[src/rtl/gates_pipe.sv]
// Two-stage valid/ready pipeline computing vz = (va OP vb) | ~(vc & vd).
// Also provides reduction flags and a saturating count of output transfers.
module gates_pipe #(
  parameter int unsigned W     = 4,
  parameter int unsigned CNT_W = 8
) (
  input  logic             clk,
  input  logic             rst,
  input  logic             in_valid,
  output logic             in_ready,
  input  logic [1:0]       op,
  input  logic [W-1:0]     va,
  input  logic [W-1:0]     vb,
  input  logic [W-1:0]     vc,
  input  logic [W-1:0]     vd,
  output logic             out_valid,
  input  logic             out_ready,
  output logic [W-1:0]     vy,
  output logic [W-1:0]     vz,
  output logic             y_all,
  output logic             y_any,
  input  logic             cnt_clr,
  output logic [CNT_W-1:0] txn_cnt
);

  localparam logic [CNT_W-1:0] CNT_MAX = '1;

  logic         s1_v;
  logic [W-1:0] s1_ab;
  logic [W-1:0] s1_ncd;
  logic [W-1:0] ab_c;
  logic [W-1:0] ncd_c;
  logic [W-1:0] s2_vz_c;
  logic         s2_load_c;
  logic         s1_load_c;
  logic         accept_c;
  logic         xfer_c;

  // Operand stage logic
  always_comb begin
    ab_c = '0;
    unique case (op)
      2'b00:   ab_c = va & vb;
      2'b01:   ab_c = va | vb;
      2'b10:   ab_c = va ^ vb;
      default: ab_c = ~(va & vb);
    endcase
    ncd_c   = ~(vc & vd);
    s2_vz_c = s1_ab | s1_ncd;
  end

  // Advance and handshake control; in_ready is the only path from out_ready
  always_comb begin
    s2_load_c = s1_v & (~out_valid | out_ready);
    s1_load_c = ~s1_v | s2_load_c;
    in_ready  = ~rst & s1_load_c;
    accept_c  = in_valid & in_ready;
    xfer_c    = out_valid & out_ready;
  end

  // Stage 1: captures ab and ncd of the accepted beat
  always_ff @(posedge clk) begin
    if (rst) begin
      s1_v   <= 1'b0;
      s1_ab  <= '0;
      s1_ncd <= '0;
    end else if (s1_load_c) begin
      s1_v <= accept_c;
      if (accept_c) begin
        s1_ab  <= ab_c;
        s1_ncd <= ncd_c;
      end
    end
  end

  // Stage 2: result registers, held stable while stalled
  always_ff @(posedge clk) begin
    if (rst) begin
      out_valid <= 1'b0;
      vy        <= '0;
      vz        <= '0;
      y_all     <= 1'b0;
      y_any     <= 1'b0;
    end else if (s2_load_c) begin
      out_valid <= 1'b1;
      vy        <= s1_ab;
      vz        <= s2_vz_c;
      y_all     <= &s2_vz_c;
      y_any     <= |s2_vz_c;
    end else if (xfer_c) begin
      out_valid <= 1'b0;
    end
  end

  // Saturating transfer counter; clear wins over a simultaneous transfer
  always_ff @(posedge clk) begin
    if (rst) begin
      txn_cnt <= '0;
    end else if (cnt_clr) begin
      txn_cnt <= '0;
    end else if (xfer_c && (txn_cnt != CNT_MAX)) begin
      txn_cnt <= txn_cnt + CNT_W'(1);
    end
  end

endmodule
[config.mk]
export PLATFORM = sky130hd
export DESIGN_NAME = gates_pipe
export DESIGN_NICKNAME = d
export VERILOG_FILES = /design/src/rtl/gates_pipe.sv
export SDC_FILE = /design/constraint.sdc
export NUM_CORES = 1
export LEC_CHECK = 0
export CAP_MARGIN = 40
export CORE_ASPECT_RATIO = 1.5
export CORE_MARGIN = 2
export CORE_UTILIZATION = 30
export DETAILED_ROUTE_END_ITERATION = 8
export DONT_BUFFER_PORTS = 1
export PLACE_DENSITY_LB_ADDON = 0.12
export SLEW_MARGIN = 20
export SYNTH_ARGS = -nofsm -noshare
export SYNTH_HDL_FRONTEND = slang
export SYNTH_SLANG_ARGS = --single-unit
export TNS_END_PERCENT = 1
[constraint.sdc]
create_clock -name clk -period 4.01 [get_ports clk]
set_input_delay 1.203 -clock clk [delete_from_list [all_inputs] [get_ports clk]]
set_output_delay 1.203 -clock clk [all_outputs]
set_load 0.005 [all_outputs]
==> flow_summary.yaml <==
hold_path:
  holdCritPathClass: "reg2reg"
  min_delay_startpoint: "s1_ab[2]"
run:
  maxCapViolations: 0
logic_synthesis:
  synth_top_family_by_area: "simple AND/OR/NAND/NOR gates"
  postSynthCellCount: 157
  yosys_warnings: 0
  synth_largest_area_cell: "dfxtp_1"
  syn_avg_cell_area_um2: 8.77
  asyncSetResetFlopFracSynth_pct: 0
  synth_compound_gate_area_share_pct: 18.0
  synth.ff_latch_count: 28
  synth_cell_type_count: 31
  synth-seq-area-share_pct: 40.7
  synth_xor_xnor_area_share_pct: 2.54
  mapped_area_um2: 1380
  post_synth_mux_area_share_pct: 5.81
  syn-num-nets: 189
  yosys-top-cells-count: "nor2_1 (29), dfxtp_1 (28), inv_1 (11)"
  synth_area_leaders: "dfxtp_1 (41%), ha_1 (8.2%), nor2_1 (7.9%)"
  post_synth_and_or_nand_nor_area_fraction_pct: 19.4
  post_synth_fa_ha_maj_area_fraction_pct: 8.17
  top_flip_flop_cell_by_instance_count_after_synthesis: "dfxtp_1"
  synth-edff-count: 0
  synth_top_area_share_pct: 40.7
  synth.most_common_cell: "nor2_1"
grt:
  grt_overall_usage_pct: 11.1
  first_global_vias: 1064
  grt_antenna_before_repair: 0
  grt_first_pass_wirelength_um: 4460
  residual_overflow_from_global_routing: 0
  pin_count_of_the_biggest_net_entering_global_routing: 24
timing:
  setup_violating_endpoint_count_in_the_final_report: 0
  fmax_mhz: 361
  final_hold_viol_count: 0
  final_max_slew_viol_count: 0
  worst_pin_slew_ps: 584
  period_minus_slack_ps: 2770
  setup_tns_ps: 0
  skew_ps: 2.52
  rsz0062_at_grt: "no"
  period_share_pct: 69.2
  max_transition_margin_pct: 60.9
routing:
  post_drt_wl_per_cell_um: 13.1
  route.detailed.drc: 0
  avgViaCountPerCell: 5.09
  wl_um: 2650
  drt_pre_antenna_iters: 2
  dr_total_vias: 1034
  antenna_left: 0
  detail_route.iter0.violations: 39
setup_path:
  critical_path.slowest_cell: "nor2b_2"
  kind_of_end_point_of_the_critical_path: "output pin"
  crit_path_max_fanout: 5
  worstSetupPathType: "in2out"
  cp.arrival_ps: 1570
  crit_path_cell_trace: "nor2b_2 -> a21oi_1"
  reg2reg_setup_slack_ps: 2340
  critPathBufInv: 0
  cp-startpoint: "out_ready"
  worstSetupStartpointType: "input port"
  max_incr_delay_on_cp_ps: 230
  cp_data_required_time_ps: 2810
  cpLargestDelayFamily: "simple AND/OR/NAND/NOR gates"
  timing.rr.start: "txn_cnt[0]"
place:
  port_buffers: 0
  place_congestion: 0.703
  detailedPlacementHpwl_um: 2150
  placed_cells: 199
  dpl_cell_area_um2: 1410
layout:
  area_delta_synth_final_pct: 6.54
  count_of_nets_after_finishing: 188
  drive_gt1_share_pct: 6.45
  final_cell_count_no_fill: 203
  stdcell_area_um2: 1470
  antenna_cells_inserted: 0
  n_fill_cell: 465
die:
  initial_core_util_pct: 30.8
  die_h_um: 87.0
  fp.coreArea_um2: 4470
  std_cell_rows: 30
  ios: 43
  die_w_um: 59.3
  fp.dieArea_um2: 5160
clock_tree:
  later_pin_clock_latency_in_the_skew_report_ps: 270
  htree_levels: 1
  clock_tree_from_tritoncts: "done"
  clk_transition_reported_paths_ps: 90
  hold_buffers: 0
  post_cts.repair.setup_buffers: 0
  cts_sinks: 28
  cts-buffers-inserted: 3
  clk_root_buffer_cell: "clkbuf_8"
  cts-root-to-sink-buffers: 2
  resize_count_post_cts: 0
pwr:
  maximum_resistive_drop_on_vdd_uv: 128
  cellLeakagePower_nw: 0.566
  power.density_nw_per_um2: 357
status:
  run_status: "finished clean"
[per-stage QoR]
step	setup WS (ps)	hold WS, ps	power (mW)	util [%]
6_report	1240	496	0.523	32.9
5_1_grt	1190	536	0.554	32.9
4_1_cts	1230	504	0.532	32.9
3_5_place_dp	1230	487	0.360	31.6
3_3_place_gp	1250	487	0.358	31.6
2_1_floorplan	975	461	0.353	-
[cell usage in the layout (no fill, tap or decap), drive strengths merged, types with 2 or more instances in the layout]
cell type	n
nor2	29
dfxtp	28
inv	11
a21oi	9
ha	9
mux2i	8
o21ai	8
nand2b	6
a211oi	6
o211ai	5
nand2	5
xor2	4
a311oi	4
clkbuf	4
nand4	3
or3	3
nor2b	2
[path summary, 6_finish.rpt]
check / end / cells after the start
min reg2reg: s1_ab[2] / 2
min: s1_ab[2] / 2
max reg2reg: txn_cnt[6] / 5
max: in_ready / 2
[cell type report]
cell class | count | area [um2] | area share (%)
repair buffers | 1 | 7.51 | 0.512
multi-input cells | 111 | 743 | 50.6
flip-flops and latches | 28 | 561 | 38.2
well taps | 48 | 60.1 | 4.09
inverters | 11 | 41.3 | 2.81
clock buffers | 4 | 55.1 | 3.75
[power breakdown]
part / internal (mW) / switching (mW) / total (mW) / leakage (nW)
sequential: 0.291 / 0.00991 / 0.301 / 0.229
combinational: 0.0240 / 0.0275 / 0.0515 / 0.309
clock: 0.0878 / 0.0831 / 0.171 / 0.0288
total: 0.403 / 0.121 / 0.523 / 0.566
[kinds of logic after synthesis]
kind of cell	Yosys count
buf+inv	18
xor+xnor	4
mux	8
fa+ha+maj	9
compound gates	36
simple gates	54
flops	28
[metal layers]
layer  vias up  global-route usage [%]  wire length (um)
met5         -                       0                 0
met4         0                    5.58                59
met3         5                    4.01               236
met2        33                    19.3              1340
met1       457                    11.2              1020
li1        539                       -                 -
[flip-flops by register name, summed over array words and instances (netlist names)]
| register | flops |
|---|---|
| vz | 4 |
| s1_ab | 4 |
| vy | 4 |
| out_valid | 1 |
| y_any | 1 |
| txn_cnt | 8 |
| s1_ncd | 4 |
| y_all | 1 |
| s1_v | 1 |
Note: power is estimated with default switching activity, not from simulation.
==> RTL edit, RTL diff (same settings) <==
Make the reset (`rst`) asynchronous in 3 clocked blocks.
--- a/src/rtl/gates_pipe.sv
+++ b/src/rtl/gates_pipe.sv
@@ -59,7 +59,7 @@
   end
 
   // Stage 1: captures ab and ncd of the accepted beat
-  always_ff @(posedge clk) begin
+  always_ff @(posedge clk or posedge rst) begin
     if (rst) begin
       s1_v   <= 1'b0;
       s1_ab  <= '0;
@@ -74,7 +74,7 @@
   end
 
   // Stage 2: result registers, held stable while stalled
-  always_ff @(posedge clk) begin
+  always_ff @(posedge clk or posedge rst) begin
     if (rst) begin
       out_valid <= 1'b0;
       vy        <= '0;
@@ -93,7 +93,7 @@
   end
 
   // Saturating transfer counter; clear wins over a simultaneous transfer
-  always_ff @(posedge clk) begin
+  always_ff @(posedge clk or posedge rst) begin
     if (rst) begin
       txn_cnt <= '0;
     end else if (cnt_clr) begin
Behaviour: differs if rst is asserted again (counterexample within 4 cycles, from zero or initial values and one cycle with rst high); with rst held inactive, the same outputs for 10 cycles.
==> RTL edit against the unedited design <==
  * Routed wire length increased by 6.5%
  * Clock power increased by 29%
  * Largest cell class is now sequential cells
  * Total power grew 29%
  * Cell area is 9.1% higher
  * Setup slack worse by 0.023 ns
  * Combinational power grew 68%
  * Via count shrank 2.3%
  * Synthesized area is 6.4% higher
  * Sequential cell count is the same
==> RTL edit: results (changes against the unedited design) <==
final-clk-cell-share_pct: 4.45  # +0.70 points
drt_iter0_drc: 30  # -23%
cpPeakStageDelay_ns: 0.21  # -0.02 ns
whs_ns: 0.512  # +0.0168 ns
layout.nonclk_buf_share_pct: 0.469  # -0.043 points
power.leakage_uw: 0.000751  # +33%
n_clock_buffer: 3  # -1
multi_input_cells: 103  # -7.2%
muxShareOfSynthArea_pct: 6.57  # +0.76 points
synth_xor_xnor_area_share_pct: 1.79  # -0.75 points
r2r_slack_ns: 2.26  # -0.08 ns
r2r_start: "txn_cnt[0]"
nFillCells: 504  # +8.4%
synth_area_per_cell_um2: 9.91  # +13%
crit_path_top_delay_cell: "and2_1"
seqCellArea_um2: 701  # +25%
min_to: "vz[0]"
grt_pass1_wl_mm: 4.64  # +4.2%
multi_input_comb_area_um2: 694  # -6.6%
status: "finished, final reports clean"
grt_max_degree: 31  # +29%
viasPerCell: 4.72  # -7.3%
syn-num-nets: 180  # -4.8%
dpl.cell_count: 210  # +5.5%
sh_seq_area_pct: 43.7  # +5.6 points
final_layout_size_suffix_gt1_share_pct: 8.78  # +2.3 points
yosysSeqAreaShare_pct: 47.8  # +7.1 points
ir_drop_v: 0.000120  # -6.2%
slew-limit-headroom_pct: 66.9  # +6.0 points
==> RTL edit: cell types whose count changed in the layout (fill, tap and decap cells not counted), moves of 3 or more <==
cell,change
nand2b_1,-4
dfrtp_1,+28
mux2_2,+4
o31ai_1,+3
a211oi_1,-3
dfxtp_1,-28
nor2_1,-9
a31oi_1,+4
o211ai_1,-3
mux2i_1,-4
a311oi_1,-3
nand2_1,+7
nand4_1,-3
==> RTL edit: cells by family (layout without fill, tap and decap cells) <==
| family | count (synthesis) | in the layout |
|---|---|---|
| multiplexers | 9 | 9 |
| AO/OA/AOI/OAI | 33 | 33 |
| AND/OR/NAND/NOR | 49 | 49 |
| adder cells (fa/ha/maj) | 9 | 9 |
| XOR/XNOR | 3 | 3 |
| flip-flops | 28 | 28 |
| buffers and inverters | 17 | 17 |
==> RTL edit: layer usage <==
layer  routed length, um  track usage (%)  up-vias
li1                    -                -      512
met1                1150             12.8      471
met2                1430             18.7       25
met3                 195             3.30        2
met4                  44             5.34        0
met5                   0                0        -
